`src/rtl/pipe_stage_skid.sv`:
```
// Pipeline stage buffer: valid/ready handshake, optional skid entry, flush to bubble,
// and a saturating bubble-cycle counter.
module pipe_stage_skid #(
  parameter int CTRL_W = 8,
  parameter int DATA_W = 128,
  parameter bit SKID   = 1'b1
) (
  input  logic              clk,
  input  logic              reset,
  input  logic              flush,
  input  logic              in_valid,
  output logic              in_ready,
  input  logic [CTRL_W-1:0] in_ctrl,
  input  logic [DATA_W-1:0] in_data,
  output logic              out_valid,
  input  logic              out_ready,
  output logic [CTRL_W-1:0] out_ctrl,
  output logic [DATA_W-1:0] out_data,
  output logic [1:0]        occupancy,
  output logic [15:0]       bubble_cnt
);

  // State encoding equals the number of held entries.
  localparam logic [1:0] ST_EMPTY = 2'd0;
  localparam logic [1:0] ST_ONE   = 2'd1;
  localparam logic [1:0] ST_TWO   = 2'd2;

  logic [1:0]        state, state_nx;
  logic [CTRL_W-1:0] main_ctrl, skid_ctrl;
  logic [DATA_W-1:0] main_data, skid_data;
  logic              in_fire, out_fire;

  assign out_valid = (state != ST_EMPTY);
  assign out_ctrl  = main_ctrl;
  assign out_data  = main_data;
  assign occupancy = state;
  assign in_fire   = in_valid & in_ready;
  assign out_fire  = out_valid & out_ready;

  generate
    if (SKID) begin : g_skid_rdy
      logic rdy_q;
      always_ff @(posedge clk or posedge reset) begin
        if (reset) rdy_q <= 1'b1;
        else       rdy_q <= (state_nx != ST_TWO);
      end
      assign in_ready = rdy_q;
    end else begin : g_comb_rdy
      assign in_ready = !out_valid | out_ready;
    end
  endgenerate

  always_comb begin
    state_nx = state;
    if (flush) state_nx = ST_EMPTY;
    else begin
      case (state)
        ST_EMPTY: if (in_fire) state_nx = ST_ONE;
        ST_ONE: begin
          if (out_fire && !in_fire)            state_nx = ST_EMPTY;
          else if (!out_fire && in_fire && SKID) state_nx = ST_TWO;
        end
        ST_TWO:   if (out_fire) state_nx = ST_ONE;
        default:  state_nx = ST_EMPTY;
      endcase
    end
  end

  always_ff @(posedge clk or posedge reset) begin
    if (reset) state <= ST_EMPTY;
    else       state <= state_nx;
  end

  // out_data keeps its last value on drain; only ctrl is forced to NOP.
  always_ff @(posedge clk or posedge reset) begin
    if (reset) begin
      main_ctrl <= '0;
      main_data <= '0;
      skid_ctrl <= '0;
      skid_data <= '0;
    end else if (flush) begin
      main_ctrl <= '0;
      main_data <= '0;
      skid_ctrl <= '0;
      skid_data <= '0;
    end else begin
      case (state)
        ST_EMPTY: begin
          if (in_fire) begin
            main_ctrl <= in_ctrl;
            main_data <= in_data;
          end
        end
        ST_ONE: begin
          if (in_fire && out_fire) begin
            main_ctrl <= in_ctrl;
            main_data <= in_data;
          end else if (out_fire) begin
            main_ctrl <= '0;
          end else if (in_fire && SKID) begin
            skid_ctrl <= in_ctrl;
            skid_data <= in_data;
          end
        end
        ST_TWO: begin
          if (out_fire) begin
            main_ctrl <= skid_ctrl;
            main_data <= skid_data;
            skid_ctrl <= '0;
          end
        end
        default: ;
      endcase
    end
  end

  always_ff @(posedge clk or posedge reset) begin
    if (reset)                                  bubble_cnt <= '0;
    else if (!out_valid && bubble_cnt != 16'hFFFF) bubble_cnt <= bubble_cnt + 16'd1;
  end

endmodule

```
`config.mk`:
```
export PLATFORM = sky130hd
export DESIGN_NAME = pipe_stage_skid
export DESIGN_NICKNAME = d
export VERILOG_FILES = /design/src/rtl/pipe_stage_skid.sv
export SDC_FILE = /design/constraint.sdc
export NUM_CORES = 1
export LEC_CHECK = 0
export CAP_MARGIN = 15
export CORE_MARGIN = 4
export CORE_UTILIZATION = 40
export DETAILED_ROUTE_END_ITERATION = 10
export GPL_TIMING_DRIVEN = 0
export PLACE_DENSITY = 0.79
export SYNTH_ARGS = -nofsm -noshare
export SYNTH_HDL_FRONTEND = slang
export SYNTH_SLANG_ARGS = --single-unit
```
`constraint.sdc`:
```
create_clock -name clk -period 8.4 [get_ports clk]
set_input_delay 0.84 -clock clk [delete_from_list [all_inputs] [get_ports clk]]
set_output_delay 0.84 -clock clk [all_outputs]
set_load 0.05 [all_outputs]
```
Word level (Yosys, flattened, before mapping)
Cells that the tools add are included.
{"block": "op_classes", "add_sub_neg": 1, "n_eq_ne": 13, "muxes": 25, "bitwise": 2, "reduce_logical": 17}
{"op": "$mux W128", "count": 8}
{"op": "$pmux W128 S3", "count": 1}
{"op": "$mux W8", "count": 8}
{"op": "$pmux W8 S3", "count": 1}
{"op": "$ne A3 B3 Y1 const B", "count": 6}
{"op": "$add A16 B1 Y16 const B", "count": 1}
{"op": "$ne A16 B16 Y1 const B", "count": 1}
{"op": "$pmux W8 S2", "count": 1}
{"op": "$reduce_and A4 Y1", "count": 3}
{"op": "$mux W2", "count": 5}
{"op": "$ne A2 B2 Y1 const B", "count": 3}
{"op": "$pmux W2 S3", "count": 1}
{"op": "$reduce_bool A2 Y1", "count": 3}
{"op": "$reduce_and A5 Y1", "count": 1}
{"op": "$logic_and A1 B1 Y1", "count": 4}
{"op": "$ne A4 B4 Y1 const B", "count": 1}
{"op": "$reduce_bool A4 Y1", "count": 1}
{"op": "$logic_not A1 Y1", "count": 3}
{"op": "$reduce_bool A3 Y1", "count": 1}
{"op": "$and A1 B1 Y1", "count": 2}
{"op": "$eq A2 B1 Y1 const B", "count": 1}
{"op": "$eq A2 B2 Y1 const B", "count": 1}
{"op": "$logic_not A2 Y1", "count": 1}
{"block": "totals", "regBits": 291, "input_bits": 141, "output_inout_bits": 156, "word_cells": 65}

Depth between registers and ports, before layout
Gate-level depths: netlist of run 1.
{"block": "logic_depth", "ltp_word": 9, "mapped_depth": 9, "ltp_nobuf": 6}

Least setup slack after synthesis of run 1
No wires, ideal clock.
{"block": "synth_path", "path_kind": "flip-flop to flip-flop", "start": "register state[0] (netlist: occupancy[0])", "end": "register main_data[0] (netlist: out_data[0])", "setup_time_ns": 0.125, "t_arrival_ns": 2.287, "required_ns": 8.275, "path_slack_ns": 5.989, "stages_incl_launch_ff": 8, "path_buffers": 2, "period_less_slack_ns": 2.411, "path_cell_list": "dfrtp_1 inv_1 ha_1 nor3b_1 a311o_1 buf_2 buf_6 mux2_2"}
{"block": "synth_via", "elab_chain_len": 5, "word_cells_on_any_way": 13, "classes_between": "5 x eq/ne; 2 x mux; 1 x bitwise; 5 x reduce/logical"}
{"element": "from (decl)", "line": "28", "source": "logic [1:0] state, state_nx;"}
{"element": "from (signal assigned)", "line": "71", "source": "else state <= state_nx;"}
{"element": "$reduce_bool A2 Y1", "line": "33", "source": "assign out_valid = (state != ST_EMPTY);"}
{"element": "$and A1 B1 Y1", "line": "38", "source": "assign out_fire = out_valid & out_ready;"}
{"element": "$logic_and A1 B1 Y1", "line": "95", "source": "if (in_fire && out_fire) begin"}
{"element": "$ne A3 B3 Y1 (no source line)"}
{"element": "$reduce_and A4 Y1 (no source line)"}
{"element": "to (signal assigned)", "line": "91", "source": "main_data <= in_data;"}
{"element": "to (signal assigned)", "line": "97", "source": "main_data <= in_data;"}
{"element": "to (signal assigned)", "line": "108", "source": "main_data <= skid_data;"}
{"element": "to (decl)", "line": "30", "source": "logic [DATA_W-1:0] main_data, skid_data;"}
Several ways; a longest one is shown, not always the timed one.
A chain may end at the register's enable or synchronous reset.

Worst setup path in the final report of run 1
{"block": "layout_path", "start": "register state[0] (netlist: occupancy[0])", "end": "output out_valid"}
{"block": "layout_via", "elab_chain_len": 1}
{"element": "$reduce_bool A2 Y1", "line": "33"}
{"element": "to (decl)", "line": "15", "source": "output logic out_valid,"}
Every way passes these cells.

==> impl_metrics.toml, run 1 <==
[synthesis]
synth-seq-area-share = 0.541
synth_ff_type = "dfrtp_1"
synth_area_leader_cell = "dfrtp_1"
synthArstFlopShare = 1.00
synthMuxAreaShare = 0.210
synth_edf_count = 0
synth_area_leaders = "dfrtp_1, mux2_2, mux2i_1, nand2_1, a21oi_1"
synth-simple-area-share = 0.139
synth_compound_area_frac = 0.0609
synth_top_family_by_area = "multiplexers"
netlist_area_sq_um = 13500
avgSynthCellArea_sq_um = 10.5
synth_xor_area_frac = 0.00845
ys_types = 44
syn_inst = 1287
ys.warnings.count = 0
yosys_register_bits = 291
syn-num-nets = 1433
synthAdderAreaFrac = 0.00539
yosysTopAreaCellShare = 0.539

[floorplanning]
io_pins = 297
rows = 66
die_h_microns = 192
start_util = 0.410
core_area_sq_um = 32900
dieArea_sq_um = 36700
die_x_microns = 192

[power_and_ir_drop]
leakage_nw = 7.68
p_comb_frac = 0.274
powerDensity_nw_per_um2 = 236
ir_drop_mv = 0.168
switchingPower_w = 0.00138
internal-power_w = 0.00292
seqPwrFrac = 0.381
pwr-share-clk = 0.345
switching_share = 0.321

[grt]
grtUsageMet1 = 0.260
grt_max_degree = 43
first_global_vias = 11000
grt_use_met2 = 0.336
grt_first_pass_wirelength_mm = 59.4
grtUsageTotal = 0.201
overflow = 0
grt-busiest-layer = "met2"
use_met3 = 0.0511
grt_antenna_before_repair = 2

[final_layout]
antennaDiodeCount = 0
fin_util = 0.555
area_delta_synth_final_pct = 35.4
nets = 1768
drive_gt1_frac = 0.134
fillers = 2793

[sta]
fmax_mhz = 304
hold_violations = 0
finalSetupTns_ns = 0
slew_headroom = 0.277
period_needed_ns = 3.29
report.final.slew_viol_count = 0
tightest_slew_ns = 1.09
final-setup-viol-count = 0
grt_setup_unrepaired = "false"
period_share = 0.392
finClkSkew_ns = 0.0193

[clock_tree]
post_cts_resized = 0
cts_made_buffers = 31
path_clk_slew_ns = 0.06
cts_tree = "yes"
insertion_delay_ns = 0.56
cts_setup_buffers = 0
cts_root_buf = "clkbuf_16"
cts_buffer_depth = 3
h-tree-depth = 1
cts.sinks = 291
ctsHoldBuffers = 0

[critical_path]
cp_cell_sequence = "inv_1, ha_1, buf_2, inv_1, clkdlybuf4s50_1"
worstSetupEndpointType = "output pin"
critical_path_required_ns = 7.56
critPathMaxStageDelay_ns = 0.81
crit_slowest_cell = "clkdlybuf4s50_1"
cpMostUsedCell = "inv_1"
worstPathArrival_ns = 2.45
critPathKind = "reg -> out"
startpoint_type = "flip-flop"
crit_fanout = 10

[detailed_routing]
ant_nets = 0
routed_via_density = 5.05
via_count = 10500
drt_iter0_drc = 636
drc_errors = 0
drt_first_pass_iters = 5
wirelength_mm = 37.7
wl_per_cell_microns = 18.0

[status]
outcome = "finished, final reports clean"

[job]
maxCapViolCount = 0

[place]
io_buffers = 295
gp_congestion = 0.877
dp_hpwl_mm = 27.2

[hold_path]
hold_class = "reg -> reg"
-- logic make-up (layout without fill, tap and decap cells) --
kind of cell    Yosys count  in the layout
compound gates          150            150
xor+xnor                 13             13
fa+ha+maj                 6              6
buf+inv                  98            456
flops                   291            291
mux                     266            266
simple gates            463            463
-- per-layer routing --
metal	share of wire	wire [microns]
met5	0.00021	8
met1	0.43	16000
met3	0.067	2540
met4	0.028	1070
met2	0.48	18000
-- Yosys cell counts, types with 7 or more instances --
cell        n
buf_2      17
nand2_1   263
nor2_1    150
buf_6      12
mux2_2    129
a221oi_1    8
nor3_1     10
mux2i_1   137
dfrtp_1   290
clkbuf_1   56
a21oi_1   131
xnor2_1     7
-- flip-flops by register name, summed over array words and instances, names as in the netlist --
register    count
skid_ctrl       8
in_ready        1
bubble_cnt     16
out_data      128
occupancy       2
out_ctrl        8
skid_data     128
-- critical path, delay by kind of cell, from the launching register on --
| family | cells | cell delay [ns] |
|---|---|---|
| adders and majority gates | 1 | 0.25 |
| buffers and inverters | 4 | 1.23 |
| DFF | 1 | 0.43 |
-- through the flow --
stage	hold slack, ns	std cells	setup WS (ns)	cell area [sq um]	total power [W]
2_1_floorplan	0.501	1287	3.70	13500	0.00240
4_1_cts	0.499	2087	5.08	18200	0.00434
3_3_place_gp	0.482	2024	1.66	17000	0.00281
5_1_grt	0.521	2087	5.01	18200	0.00448
3_5_place_dp	0.490	2031	4.92	17100	0.00284
6_report	0.493	2087	5.11	18200	0.00430
-- final timing paths --
check | from | to | slack (ns) | depth (start not counted)
worst min register to register | bubble_cnt[13]$_DFFE_PP0P_ | bubble_cnt[13]$_DFFE_PP0P_ | 0.49 | 1
min in group asynchronous | reset | out_data[73]$_DFFE_PP0P_ | 0.83 | 2
worst max register to register | occupancy[1]$_DFF_PP0_ | skid_data[104]$_DFFE_PP0P_ | 5.55 | 8
max in group asynchronous | reset | skid_data[23]$_DFFE_PP0P_ | 6.26 | 5
worst max-delay path | occupancy[0]$_DFF_PP0_ | out_valid | 5.11 | 5
worst min-delay path | bubble_cnt[13]$_DFFE_PP0P_ | bubble_cnt[13]$_DFFE_PP0P_ | 0.49 | 1
-- placed cells by master, fill, tap and decap left out, types with 7 or more instances in the layout --
cell	n
nor2_1	150
clkbuf_8	8
xnor2_1	7
dfrtp_1	290
buf_2	17
a221oi_1	8
clkdlybuf4s50_1	295
clkbuf_16	31
buf_6	12
mux2_2	129
buf_12	7
mux2i_1	137
clkbuf_1	63
nand2_1	263
a21oi_1	131
nor3_1	10
-- layout make-up --
cell class / count / area [sq um] / share of cell area
Clock inverter: 10 / 200 / 0.0110
Inverter: 6 / 26.3 / 0.00144
Buffer: 92 / 464 / 0.0255
Clock buffer: 46 / 912 / 0.0500
Tap cell: 442 / 553 / 0.0303
Sequential cell: 291 / 7280 / 0.399
Timing Repair Buffer: 302 / 3090 / 0.170
Multi-Input combinational cell: 898 / 5700 / 0.313
-- power groups by stage --
stage	Sequential, W	Clock, W	Combinational [W]
after global placement	0.00166	0	0.00116
after global routing	0.00166	0.00158	0.00125
after CTS	0.00164	0.00152	0.00119
after floorplan	0.00202	0	0.000380
after detailed placement	0.00166	0	0.00118
final	0.00164	0.00148	0.00118
Power figures use the tool's default switching activity.
==> run 2: changes to the inputs <==
--- a/config.mk
+++ b/config.mk
@@ -10,7 +10,7 @@
 export CORE_UTILIZATION = 40
 export DETAILED_ROUTE_END_ITERATION = 10
 export GPL_TIMING_DRIVEN = 0
-export PLACE_DENSITY = 0.79
+export PLACE_DENSITY = 0.77
 export SYNTH_ARGS = -nofsm -noshare
 export SYNTH_HDL_FRONTEND = slang
 export SYNTH_SLANG_ARGS = --single-unit
==> constraint.sdc (replaced) <==
create_clock -name clk -period 3.4 [get_ports clk]
set_input_delay 0.34 -clock clk [delete_from_list [all_inputs] [get_ports clk]]
set_output_delay 0.34 -clock clk [all_outputs]
set_load 0.05 [all_outputs]
==> run 2 against run 1 <==
Effect of this change:
- wire length up 0.41%
- worst setup slack lost 4.6 ns
- sequential cell count is the same
- die area is the same
- worst hold slack worse by 0.22 ns
- clock skew grew 0.0012 ns
- clock power grew to 2.5 times the previous value
- critical path type is now reg -> reg
- critical endpoint is now out_data[5]$_DFFE_PP0P_
- highest routed layer unchanged
==> impl_metrics.toml, run 2 (same netlist as run 1, synthesis figures left out) <==
[grt]
grtUsageTotal = 0.203
grt_use_met2 = 0.342
grt-busiest-layer = "met2"
grtUsageMet1 = 0.256
use_met3 = 0.0544
grt_first_pass_wirelength_mm = 59.9
overflow = 0
grt_antenna_before_repair = 3
first_global_vias = 11100
grt_max_degree = 44

[floorplanning]
io_pins = 297
start_util = 0.410
rows = 66
dieArea_sq_um = 36700
die_h_microns = 192
die_x_microns = 192
core_area_sq_um = 32900

[place]
io_buffers = 295
pre_cts_slack_ns = 0.450
placed_cell_area_sq_um = 17100
dp_hpwl_mm = 27.3
gp_congestion = 0.853

[clock_tree]
post_cts_resized = 0
h-tree-depth = 2
path_clk_slew_ns = 0.06
ctsHoldBuffers = 0
cts_root_buf = "clkbuf_16"
cts.sinks = 291
cts_setup_buffers = 0
cts_tree = "yes"
cts_made_buffers = 34
insertion_delay_ns = 0.51
cts_buffer_depth = 3

[detailed_routing]
wirelength_mm = 37.8
drt_first_pass_iters = 5
ant_nets = 0
drc_errors = 0
drt_iter0_drc = 441
via_count = 10700
routed_via_density = 5.11
wl_per_cell_microns = 18.1

[critical_path]
startpoint_type = "flip-flop"
worstSetupEndpointType = "flip-flop"
critical_path_required_ns = 3.79
worstSetupStartpoint = "occupancy[0]$_DFF_PP0_"
crit_fanout = 10
r2r_cells = 8
critPathMaxStageDelay_ns = 0.78
critPathKind = "reg -> reg"
reg2reg_from = "occupancy[0]$_DFF_PP0_"
worstPathArrival_ns = 3.31
crit_slowest_cell = "clkbuf_1"
cp_cell_sequence = "inv_1, ha_1, buf_4, clkbuf_1, buf_2, mux2i_1, nor2_1, mux2_2"

[final_layout]
area_delta_synth_final_pct = 35.7
mostFrequentLayoutCells = "clkdlybuf4s50_1, dfrtp_1, nand2_1, nor2_1, mux2i_1"
final_common_cell = "clkdlybuf4s50_1"
nets = 1772
design_area_sq_um = 18300
drive_gt1_frac = 0.136

[power_and_ir_drop]
powerDensity_nw_per_um2 = 585
internal-power_w = 0.00724
switching_share = 0.323
leakage_nw = 7.70
switchingPower_w = 0.00345
p_comb_frac = 0.272
pwr-share-clk = 0.349
ir_drop_mv = 0.434
seqPwrFrac = 0.379

[sta]
final-setup-viol-count = 0
hold_violations = 0
slew_headroom = 0.272
report.final.slew_viol_count = 0
final.setup.worst_slack_ns = 0.474
finClkSkew_ns = 0.0205
hold_slack_ns = 0.271
grt_setup_unrepaired = "false"
period_share = 0.861
period_needed_ns = 2.93
fmax_mhz = 342
tightest_slew_ns = 1.09

[job]
maxCapViolCount = 0

[hold_path]
hold_class = "in -> async"

[status]
outcome = "finished, final reports clean"
run 2: area by class of cell:
cell class              count  area, sq um
well taps                 442          553
clock inverters             8          125
plain buffers              92          464
inverters                   6         26.3
repair buffers            303         3100
multi-input cells         898         5700
flip-flops and latches    291         7280
diodes                      1         2.50
fillers                  2847        14600
clock buffers              47         1020
run 2: routing by layer:
| metal | share of wire | wire length, microns |
|---|---|---|
| met2 | 0.48 | 18300 |
| met3 | 0.070 | 2640 |
| met4 | 0.031 | 1150 |
| met1 | 0.42 | 15700 |
| met5 | 0.00063 | 24 |
run 2: final timing paths:
path / endpoint / slack [ns]
max in group asynchronous: out_data[30]$_DFFE_PP0P_ / 1.66
min: skid_ctrl[1]$_DFFE_PP0P_ / 0.27
min in group clk: skid_data[71]$_DFFE_PP0P_ / 0.39
min reg2reg: out_data[112]$_DFFE_PP0P_ / 0.50
max reg2reg: out_data[5]$_DFFE_PP0P_ / 0.47
max: out_data[5]$_DFFE_PP0P_ / 0.47
run 2: metrics by stage:
stage,TNS (ns),instances,util,power (W)
3_5_place_dp,0,2031,0.521,0.00702
4_1_cts,0,2086,0.556,0.0108
5_1_grt,0,2088,0.556,0.0111
6_report,0,2088,0.556,0.0107
2_1_floorplan,-232.10,1287,-,0.00593
3_3_place_gp,-830.86,2024,0.517,0.00695
run 2: critical path: cells and delay by family (launching register included):
family / cells / cell delay [ns]
muxes: 2 / 0.56
and+or+nand+nor: 1 / 0.06
adders and majority gates: 1 / 0.20
DFF: 1 / 0.43
buffers and inverters: 4 / 1.55
run 2: power groups by stage:
stage	sequential, W	combinational [W]	clock (W)
floorplan	0.00499	0.000940	0
global placement	0.00409	0.00286	0
detailed placement	0.00411	0.00292	0
CTS	0.00405	0.00293	0.00382
global route	0.00410	0.00307	0.00397
finish	0.00405	0.00290	0.00373
